File: src/rtl/gate_sequencer.sv
// Gate window sequencer: count edges over a programmable window, convert to BCD, hand off.
// Define FREQ_OVERFLOW_EN to flag windows with more than 99 edges and force 9/9.
module gate_sequencer #(
    parameter int BITS           = 12,
    parameter int PERIOD_DEFAULT = 1200
) (
    input  logic            clk,
    input  logic            reset,
    input  logic            edge_pulse,
    input  logic [BITS-1:0] period,
    input  logic            period_load,
    input  logic            result_ready,
    output logic [3:0]      ten_count,
    output logic [3:0]      unit_count,
    output logic            result_valid,
    output logic            window_active,
    output logic [BITS-1:0] period_active,
    output logic            overflow
);

    typedef enum logic [1:0] {
        S_COUNT   = 2'd0,
        S_CONVERT = 2'd1,
        S_PRESENT = 2'd2
    } state_t;

    localparam logic [BITS-1:0] PDEF     = BITS'(PERIOD_DEFAULT);
    localparam logic [BITS-1:0] ONE      = BITS'(1);
    localparam logic [6:0]      EDGE_MAX = 7'd99;

    state_t          state;
    state_t          state_nxt;
    logic [BITS-1:0] cycle_cnt;
    logic [BITS-1:0] pending;
    logic [BITS-1:0] active;
    logic [6:0]      edge_cnt;
    logic [3:0]      tens_acc;
    logic [3:0]      ten_nxt;
    logic [3:0]      unit_nxt;
    logic            window_end;
    logic            conv_done;
    logic            accept;

    assign window_end = (cycle_cnt == (active - ONE));
    assign conv_done  = (edge_cnt < 7'd10);
    assign accept     = (state == S_PRESENT) && result_ready;

    always_ff @(posedge clk or posedge reset) begin
        if (reset) state <= S_COUNT;
        else       state <= state_nxt;
    end

    always_comb begin
        state_nxt = S_COUNT;
        case (state)
            S_COUNT:   state_nxt = window_end ? S_CONVERT : S_COUNT;
            S_CONVERT: state_nxt = conv_done ? S_PRESENT : S_CONVERT;
            S_PRESENT: state_nxt = accept ? S_COUNT : S_PRESENT;
            default:   state_nxt = S_COUNT;
        endcase
    end

    always_comb begin
        window_active = (state == S_COUNT);
        result_valid  = (state == S_PRESENT);
    end

`ifdef FREQ_OVERFLOW_EN
    logic ovf_bit;

    always_ff @(posedge clk or posedge reset) begin
        if (reset) begin
            ovf_bit  <= 1'b0;
            overflow <= 1'b0;
        end else begin
            if (state == S_COUNT && edge_pulse && edge_cnt == EDGE_MAX)
                ovf_bit <= 1'b1;
            else if (accept)
                ovf_bit <= 1'b0;
            if (state == S_CONVERT && conv_done)
                overflow <= ovf_bit;
        end
    end

    assign ten_nxt  = ovf_bit ? 4'd9 : tens_acc;
    assign unit_nxt = ovf_bit ? 4'd9 : edge_cnt[3:0];
`else
    assign overflow = 1'b0;
    assign ten_nxt  = tens_acc;
    assign unit_nxt = edge_cnt[3:0];
`endif

    always_ff @(posedge clk or posedge reset) begin
        if (reset) begin
            cycle_cnt  <= '0;
            edge_cnt   <= '0;
            tens_acc   <= '0;
            ten_count  <= '0;
            unit_count <= '0;
        end else begin
            case (state)
                S_COUNT: begin
                    if (edge_pulse && edge_cnt != EDGE_MAX)
                        edge_cnt <= edge_cnt + 7'd1;
                    cycle_cnt <= window_end ? '0 : cycle_cnt + ONE;
                end
                S_CONVERT: begin
                    if (!conv_done) begin
                        edge_cnt <= edge_cnt - 7'd10;
                        tens_acc <= tens_acc + 4'd1;
                    end else begin
                        ten_count  <= ten_nxt;
                        unit_count <= unit_nxt;
                        edge_cnt   <= '0;
                        tens_acc   <= '0;
                    end
                end
                S_PRESENT: ;
                default: begin
                    cycle_cnt <= '0;
                    edge_cnt  <= '0;
                    tens_acc  <= '0;
                end
            endcase
        end
    end

    // Shadow period: new lengths take effect only when the next window opens
    always_ff @(posedge clk or posedge reset) begin
        if (reset) begin
            pending <= PDEF;
            active  <= PDEF;
        end else begin
            if (period_load && period != '0)
                pending <= period;
            if (accept)
                active <= pending;
        end
    end

    assign period_active = active;

endmodule
File: config.mk
export PLATFORM = sky130hd
export DESIGN_NAME = gate_sequencer
export DESIGN_NICKNAME = d
export VERILOG_FILES = /design/src/rtl/gate_sequencer.sv
export SDC_FILE = /design/constraint.sdc
export NUM_CORES = 1
export LEC_CHECK = 0
export CAP_MARGIN = 20
export CORE_UTILIZATION = 45
export CTS_BUF_LIST = sky130_fd_sc_hd__clkbuf_16
export DETAILED_ROUTE_END_ITERATION = 7
export PLACE_DENSITY = 0.82
export SYNTH_ARGS = -nofsm -noshare
export SYNTH_HDL_FRONTEND = slang
export SYNTH_SLANG_ARGS = --single-unit
File: constraint.sdc
create_clock -name clk -period 2.3 [get_ports clk]
set_input_delay 0.46 -clock clk [delete_from_list [all_inputs] [get_ports clk]]
set_output_delay 0.46 -clock clk [all_outputs]
set_load 0.03 [all_outputs]
# Word-level counts from Yosys, hierarchy flattened
# Cells that the tools add are included.
# op_classes
eq_ne	5
bitwise_logic	1
n_lt_le_gt_ge	1
add_sub_neg	5
reduce_logical	9
n_mux	11
# ops
operator	n
$pmux 12 s2	1
$pmux 7 s3	1
$mux 7	2
$add 12x1->12 const B	1
$eq 12x12->1	1
$mux 12	1
$reduce_bool 12->1	1
$sub 12x1->12 const B	1
$pmux 4 s2	1
$add 7x1->7 const B	1
$lt 7x4->1 const B	1
$ne 7x7->1 const B	1
$sub 7x4->7 const B	1
$pmux 2 s3	1
$add 4x1->4 const B	1
$mux 2	2
$mux 4	1
$reduce_and 2->1	2
$reduce_or 2->1	2
$logic_and 1x1->1	3
$eq 2x1->1 const B	1
$eq 2x2->1 const B	1
$logic_not 2->1	1
$ne 2x1->1 const B	1
other kinds (2)	2
# totals
regBits	57
in_bits	17
elab_cells	40
output_inout_bits	23

# Longest topological paths before layout
# Gate-level depths: netlist of run 1.
# depth
word_depth	4
ltp_mapped	9
depth_no_buf	8

# Worst setup path after synthesis of run 1
# No wires, ideal clock.
# synth_timing
path_type	flip-flop to flip-flop
start	reg active[0] (netlist: period_active[0])
end	reg cycle_cnt[1]
n_path_buf	1
required_ns	2.165
path_slack_ns	-0.370
path_stages_with_launch	10
arrival_ns	2.535
setup_ns	0.135
period_less_slack_ns	2.670
cell_sequence	dfrtp_1 inv_1 ha_1 or3b_2 o41ai_1 nand4_1 a311oi_1 nor4b_4 buf_6 o31ai_1
# synth_between
elab_chain_cells	4
# synth_rtl
element	line_no	source
from (decl)	35	logic [BITS-1:0] active;
from (signal assigned)	137	active <= pending;
$sub 12x1->12	44	assign window_end = (cycle_cnt == (active - ONE));
$eq 12x12->1	44	
$mux 12	105	cycle_cnt <= window_end ? '0 : cycle_cnt + ONE;
$pmux 12 s2	101	case (state)
to (signal assigned)	105	
to (decl)	33	logic [BITS-1:0] cycle_cnt;
# Every way passes these cells.
# A chain may end at the register's enable or synchronous reset.

# Worst setup path after layout of run 1
# layout_timing
start	reg active[0] (netlist: period_active[0])
end	reg cycle_cnt[6]
# Same word-level chain as after synthesis.

==> qor.yml, run 1 <==
outcome:
  status: "finished with violations"
  failed_checks: "negative setup slack"
floorplan:
  ioPinCount: 40
  rows: 30
  dieArea_um2: 7390
  start_util: 0.467
  die_w_um: 85.9
  die_height_um: 85.9
  core_area_um2: 6790
timing:
  fin_skew_ps: 4.29
  setup_viol: 13
  rsz0062_at_grt: "true"
  tns_ps: -1610
  tightestPinTransition_ps: 721
  fin_crit_ps: 2440
  hold_viol_final: 0
  setup_ws_ps: -144
  slew_headroom: 0.519
  final_max_slew_viol_count: 0
  max_freq_mhz: 409
  fin_crit_sh: 1.06
placement:
  dpl_worst_slack_ps: -133
  place_congestion: 0.824
  place.detailed.hpwl_mm: 4.92
  port_buffers: 38
  dp_cells: 453
  placed_area_um2: 3810
synth:
  ys_ff_latch: 57
  synth_commonest_cells: "dfrtp_1, mux2_2, nand2_1"
  ys_seq_area_frac: 0.453
  ys_types: 53
  synth_edf_count: 0
  synth_ff_type: "dfrtp_1"
  yosysMostFrequentCell: "dfrtp_1"
  syn_inst: 311
  syn_area_per_cell_um2: 10.2
  synthArstFlopShare: 1.00
  synthesis.nets: 338
  ys_warn_count: 0
  synth_top_area_cell: "dfrtp_1"
  synth_area_leaders: "dfrtp_1, mux2_2, dfstp_2, ha_1, nand2_1"
  synth_area_um2: 3170
  synth_top_area_frac: 0.387
finish:
  diodes: 0
  instances_no_fill: 470
  postLayoutCellArea_um2: 4120
  drive_above_1_share: 0.262
  syn_to_final_growth_pct: 29.9
  final_nets: 396
  utilization: 0.606
worst_hold_path:
  hold_class: "primary input to async pin"
power_and_ir_drop:
  leakage_uw: 0.00173
  ir_drop_v: 0.000654
  powerDensity_nw_per_um2: 1430
clock_network:
  cts_tree: "yes"
  clk_pin_slew_ps: 50
  clk_latency_ps: 330
  numCtsBuffers: 9
  htreeDepth: 3
  cts.sinks: 57
  clockBufferDepth: 2
  root_buffer: "clkbuf_16"
critical_path:
  critPathLaunchType: "flop"
  cp-end-kind: "flop"
  arrival_ps: 2650
  crit_type: "flop to flop"
  worstPathRequired_ps: 2510
  cp_max_fo: 5
detailed_routing:
  vias: 2636
  dr.pass1.iters: 4
  wl_mm: 7.31
  viasPerCell: 5.61
  routedWlPerCell_um: 15.5
  drcViolationCount: 0
  drtIter0Drc: 284
  ant_nets: 0
job:
  drv_cap: 0
global_routing:
  grt_max_degree: 34
  grt_pass1_wl_mm: 12.1
  globalRouteTotalUtil: 0.209
  gr-total-overflow: 0
  antenna_found_initial: 0
  grt_pass1_vias: 2528
[where the power goes]
part | total [uW] | internal (uW) | switching [uW] | leakage (uW)
logic | 3020 | 1390 | 1630 | 0.000880
registers | 1710 | 1340 | 378 | 0.000711
clock network | 1140 | 704 | 433 | 0.000136
[final timing paths]
check	from	depth (start not counted)	endpoint	slack (ps)
max in group asynchronous	reset	3	pending[5]	1370
hold / removal	reset	2	pending[9]	400
setup / recovery	period_active[0]	7	cycle_cnt[6]	-140
min in group clk	ten_count[0]	2	ten_count[0]	470
hold reg to reg	ten_count[0]	2	ten_count[0]	470
setup reg to reg	period_active[0]	7	cycle_cnt[6]	-140
[area by class of cell]
type	instances	area (um2)
Fill cell	522	2680
Inverter	10	37.5
Clock inverter	7	30.0
Multi-Input combinational cell	228	1680
Clock buffer	9	225
Timing Repair Buffer	63	583
Sequential cell	57	1440
Tap cell	96	120
[registers in the layout, indices dropped and copies added, names as in the netlist]
signal and flops:
period_active 12, pending 12, cycle_cnt 12, ten_nxt 4, edge_cnt 7, state 2
unit_count 4, ten_count 4
[routing by layer]
metal / share of wire / up-vias / track usage / wire, um
met2: 0.47 / 72 / 0.332 / 3450
met1: 0.46 / 1288 / 0.284 / 3370
met5: 0 / - / 0 / 0
met3: 0.049 / 13 / 0.0260 / 356
met4: 0.019 / 0 / 0.100 / 136
li1: - / 1263 / - / -
[cell usage in the layout (no fill, tap or decap), drive strengths merged, types with 12 or more instances in the layout]
cell type,instances
a21oi,12
buf,25
clkdlybuf4s50,37
dfrtp,49
inv,12
mux2,30
nand2,28
nor2,13
o21ai,24
[per-stage QoR]
| step | power (uW) | hold WS, ps |
|---|---|---|
| floorplan | 3590 | 475 |
| global placement | 4460 | 463 |
| detailed placement | 4560 | 470 |
| CTS | 5760 | 410 |
| global route | 6230 | 438 |
| finish | 5870 | 400 |
[kinds of logic after synthesis]
| group | count (synthesis) | synth area share |
|---|---|---|
| buf+inv | 26 | 0.0343 |
| mux | 35 | 0.122 |
| compound gates | 70 | 0.145 |
| fa+ha+maj | 10 | 0.0395 |
| simple gates | 96 | 0.160 |
| xor+xnor | 16 | 0.0442 |
| flops | 57 | 0.453 |
| other cells | 1 | 0.00118 |
[worst max-delay path, cell delays in order (launching register included)]
cell and delay [ps]:
dfrtp_2 420, or4_4 530, or4_4 490, o21ai_2 140, o21ai_2 90, nor4b_4 360, buf_4 220, o31ai_1 70
[timing repair]
item                                    CTS  global route
resized for setup                         2            10
buffers inserted                          1             0
endpoints found under the hold margin     0             0
hold buffers                              0             0
pin swaps                                 9             3
endpoints found under the setup margin   14            13
No activity file was read; power rests on OpenSTA's default activity.
==> run 2: changes to the inputs <==
GPL_TIMING_DRIVEN = 0   (was default)
==> run 2 against run 1 <==
Against the previous run: the run still ends with negative setup slack left; worst setup slack worse by 150 ps; final area up 0.43%; clock skew grew 4.1 ps; core utilization increased by 0.26 points; sequential share of layout area fell by 0.15 points; register-to-register slack worse by 150 ps; routed wire length increased by 4.4%; via count increased by 3.4%.
==> qor.yml, run 2 (same netlist as run 1, synthesis figures left out) <==
outcome:
  status: "finished with violations"
  failed_checks: "negative setup slack"
timing:
  slew_headroom: 0.510  # -0.00987
  rsz0062_at_grt: "true"
  tightestPinTransition_ps: 726  # +5.30 ps
  tns_ps: -3480  # -1870 ps
  setup_viol: 13  # unchanged
  max_freq_mhz: 386  # -5.6%
  fin_skew_ps: 8.35  # +4.06 ps
  fin_crit_ps: 2590  # +146 ps
  fin_crit_sh: 1.13  # +0.0634
  final_max_slew_viol_count: 0  # unchanged
  setup_ws_ps: -289  # -146 ps
  hold_viol_final: 0  # unchanged
global_routing:
  grt_max_degree: 39  # +15%
  gr-total-overflow: 0  # unchanged
  grt_pass1_wl_mm: 12.8  # +6.2%
  antenna_found_initial: 0  # unchanged
  globalRouteTotalUtil: 0.225  # +0.0164
  grt_pass1_vias: 2700  # +6.8%
floorplan:
  start_util: 0.467  # unchanged
  rows: 30  # unchanged
  core_area_um2: 6790  # unchanged
  dieArea_um2: 7390  # unchanged
  ioPinCount: 40  # unchanged
  die_w_um: 85.9  # unchanged
  die_height_um: 85.9  # unchanged
critical_path:
  crit_type: "flop to flop"
  worstPathRequired_ps: 2500  # about the same
  critPathLaunchType: "flop"
  arrival_ps: 2790  # +140 ps
  rr_worst_depth: 8  # +1
  reg2reg_to: "cycle_cnt[3]"
  reg2reg_slack_ps: -290  # -150 ps
  cp-end-kind: "flop"
  cp_max_fo: 5  # unchanged
  r2r_start: "period_active[0]"
detailed_routing:
  dr.pass1.iters: 5  # +1
  drcViolationCount: 0  # unchanged
  viasPerCell: 5.80  # +3.4%
  ant_nets: 0  # unchanged
  wl_mm: 7.63  # +4.4%
  vias: 2725  # +3.4%
  routedWlPerCell_um: 16.2  # +4.4%
  drtIter0Drc: 208  # -27%
placement:
  place_congestion: 0.835  # +1.4%
  port_buffers: 38  # unchanged
  place.detailed.hpwl_mm: 4.93  # +0.40%
clock_network:
  cts_tree: "yes"
  clockBufferDepth: 2  # unchanged
  ctsHoldBuffers: 0  # unchanged
  cts.sinks: 57  # unchanged
  numCtsBuffers: 9  # unchanged
  root_buffer: "clkbuf_16"
  clk_latency_ps: 330  # about the same
  clk_pin_slew_ps: 60  # about the same
  htreeDepth: 3  # unchanged
finish:
  drive_above_1_share: 0.225  # -0.0374
  final_common_cell: "dfrtp_1"
  mostFrequentLayoutCells: "dfrtp_1, clkdlybuf4s50_1, mux2_2"
  n_fill_cell: 517  # -0.96%
  utilization: 0.609  # +0.00258
  final_nets: 396  # unchanged
  diodes: 0  # unchanged
  syn_to_final_growth_pct: 30.5
power_and_ir_drop:
  powerDensity_nw_per_um2: 1480  # +4.0%
  leakage_uw: 0.00169  # -2.2%
  ir_drop_v: 0.000982  # +50%
job:
  drv_cap: 0  # unchanged
worst_hold_path:
  hold_class: "primary input to async pin"
==> run 2: cell types whose count changed in the layout (fill, tap and decap cells not counted), sizes merged <==
cell and delta:
bufinv +2, clkdlybuf4s50 -1, clkbuf +13, clkinv -1, buf -13, clkinvlp +1
inv -2, dlymetal6s2s +1
==> run 2: layout make-up <==
cell class	count	area [um2]	area share
Clock buffer	9	225	0.0544
Sequential cell	57	1440	0.348
Clock inverter	7	85.1	0.0206
Tap cell	96	120	0.0290
Multi-Input combinational cell	228	1690	0.408
Buffer	15	68.8	0.0166
Inverter	10	37.5	0.00907
Timing Repair Buffer	48	470	0.114
==> run 2: timing repair <==
item                                    CTS  global route
buffers inserted                          7             0
resized for setup                         8             7
pin swaps                                 6             2
endpoints found under the setup margin   14            20
cloned                                    1             0
endpoints found under the hold margin     0             0
==> run 2: worst max-delay path by stage <==
stage	endpoint	startpoint	slack, ps
after floorplan	cycle_cnt[1]	period_active[1]	-170
after global placement	period_active[1]	reset	-710
after detailed placement	cycle_cnt[6]	period_active[0]	-490
after CTS	cycle_cnt[3]	period_active[0]	-280
after global routing	cycle_cnt[3]	period_active[0]	-400
final	cycle_cnt[3]	period_active[0]	-290
==> run 2: routing by layer <==
| metal | track usage | routed length, um | vias up |
|---|---|---|---|
| li1 | - | - | 1262 |
| met5 | 0 | 0 | - |
| met2 | 0.348 | 3690 | 101 |
| met3 | 0.0626 | 387 | 15 |
| met1 | 0.296 | 3400 | 1347 |
| met4 | 0.100 | 140 | 0 |
==> run 2: critical path, stage by stage, from the launching register on <==
cell	delay [ps]
dfrtp_2	410
buf_6	120
or4_4	550
or4_4	510
o21ai_4	150
o21ai_2	90
nor4b_4	350
buf_4	220
o31ai_1	70
==> run 2: metrics by stage <==
step                      power, uW  setup WS [ps]  instance area (um2)  hold slack [ps]  instances
after floorplan                3590           -173                 3190              475        311
after global placement         4250           -706                 3690              464        445
after detailed placement       4390           -493                 3710              470        447
after CTS                      6050           -280                 4120              471        471
after global routing           6500           -402                 4140              500        470
final                          6130           -289                 4140              459        470
==> run 2: report_power, final <==
part	switching [uW]	internal [uW]	total, uW
Sequential	379	1340	1720
Clock	456	934	1390
Combinational	1700	1320	3020
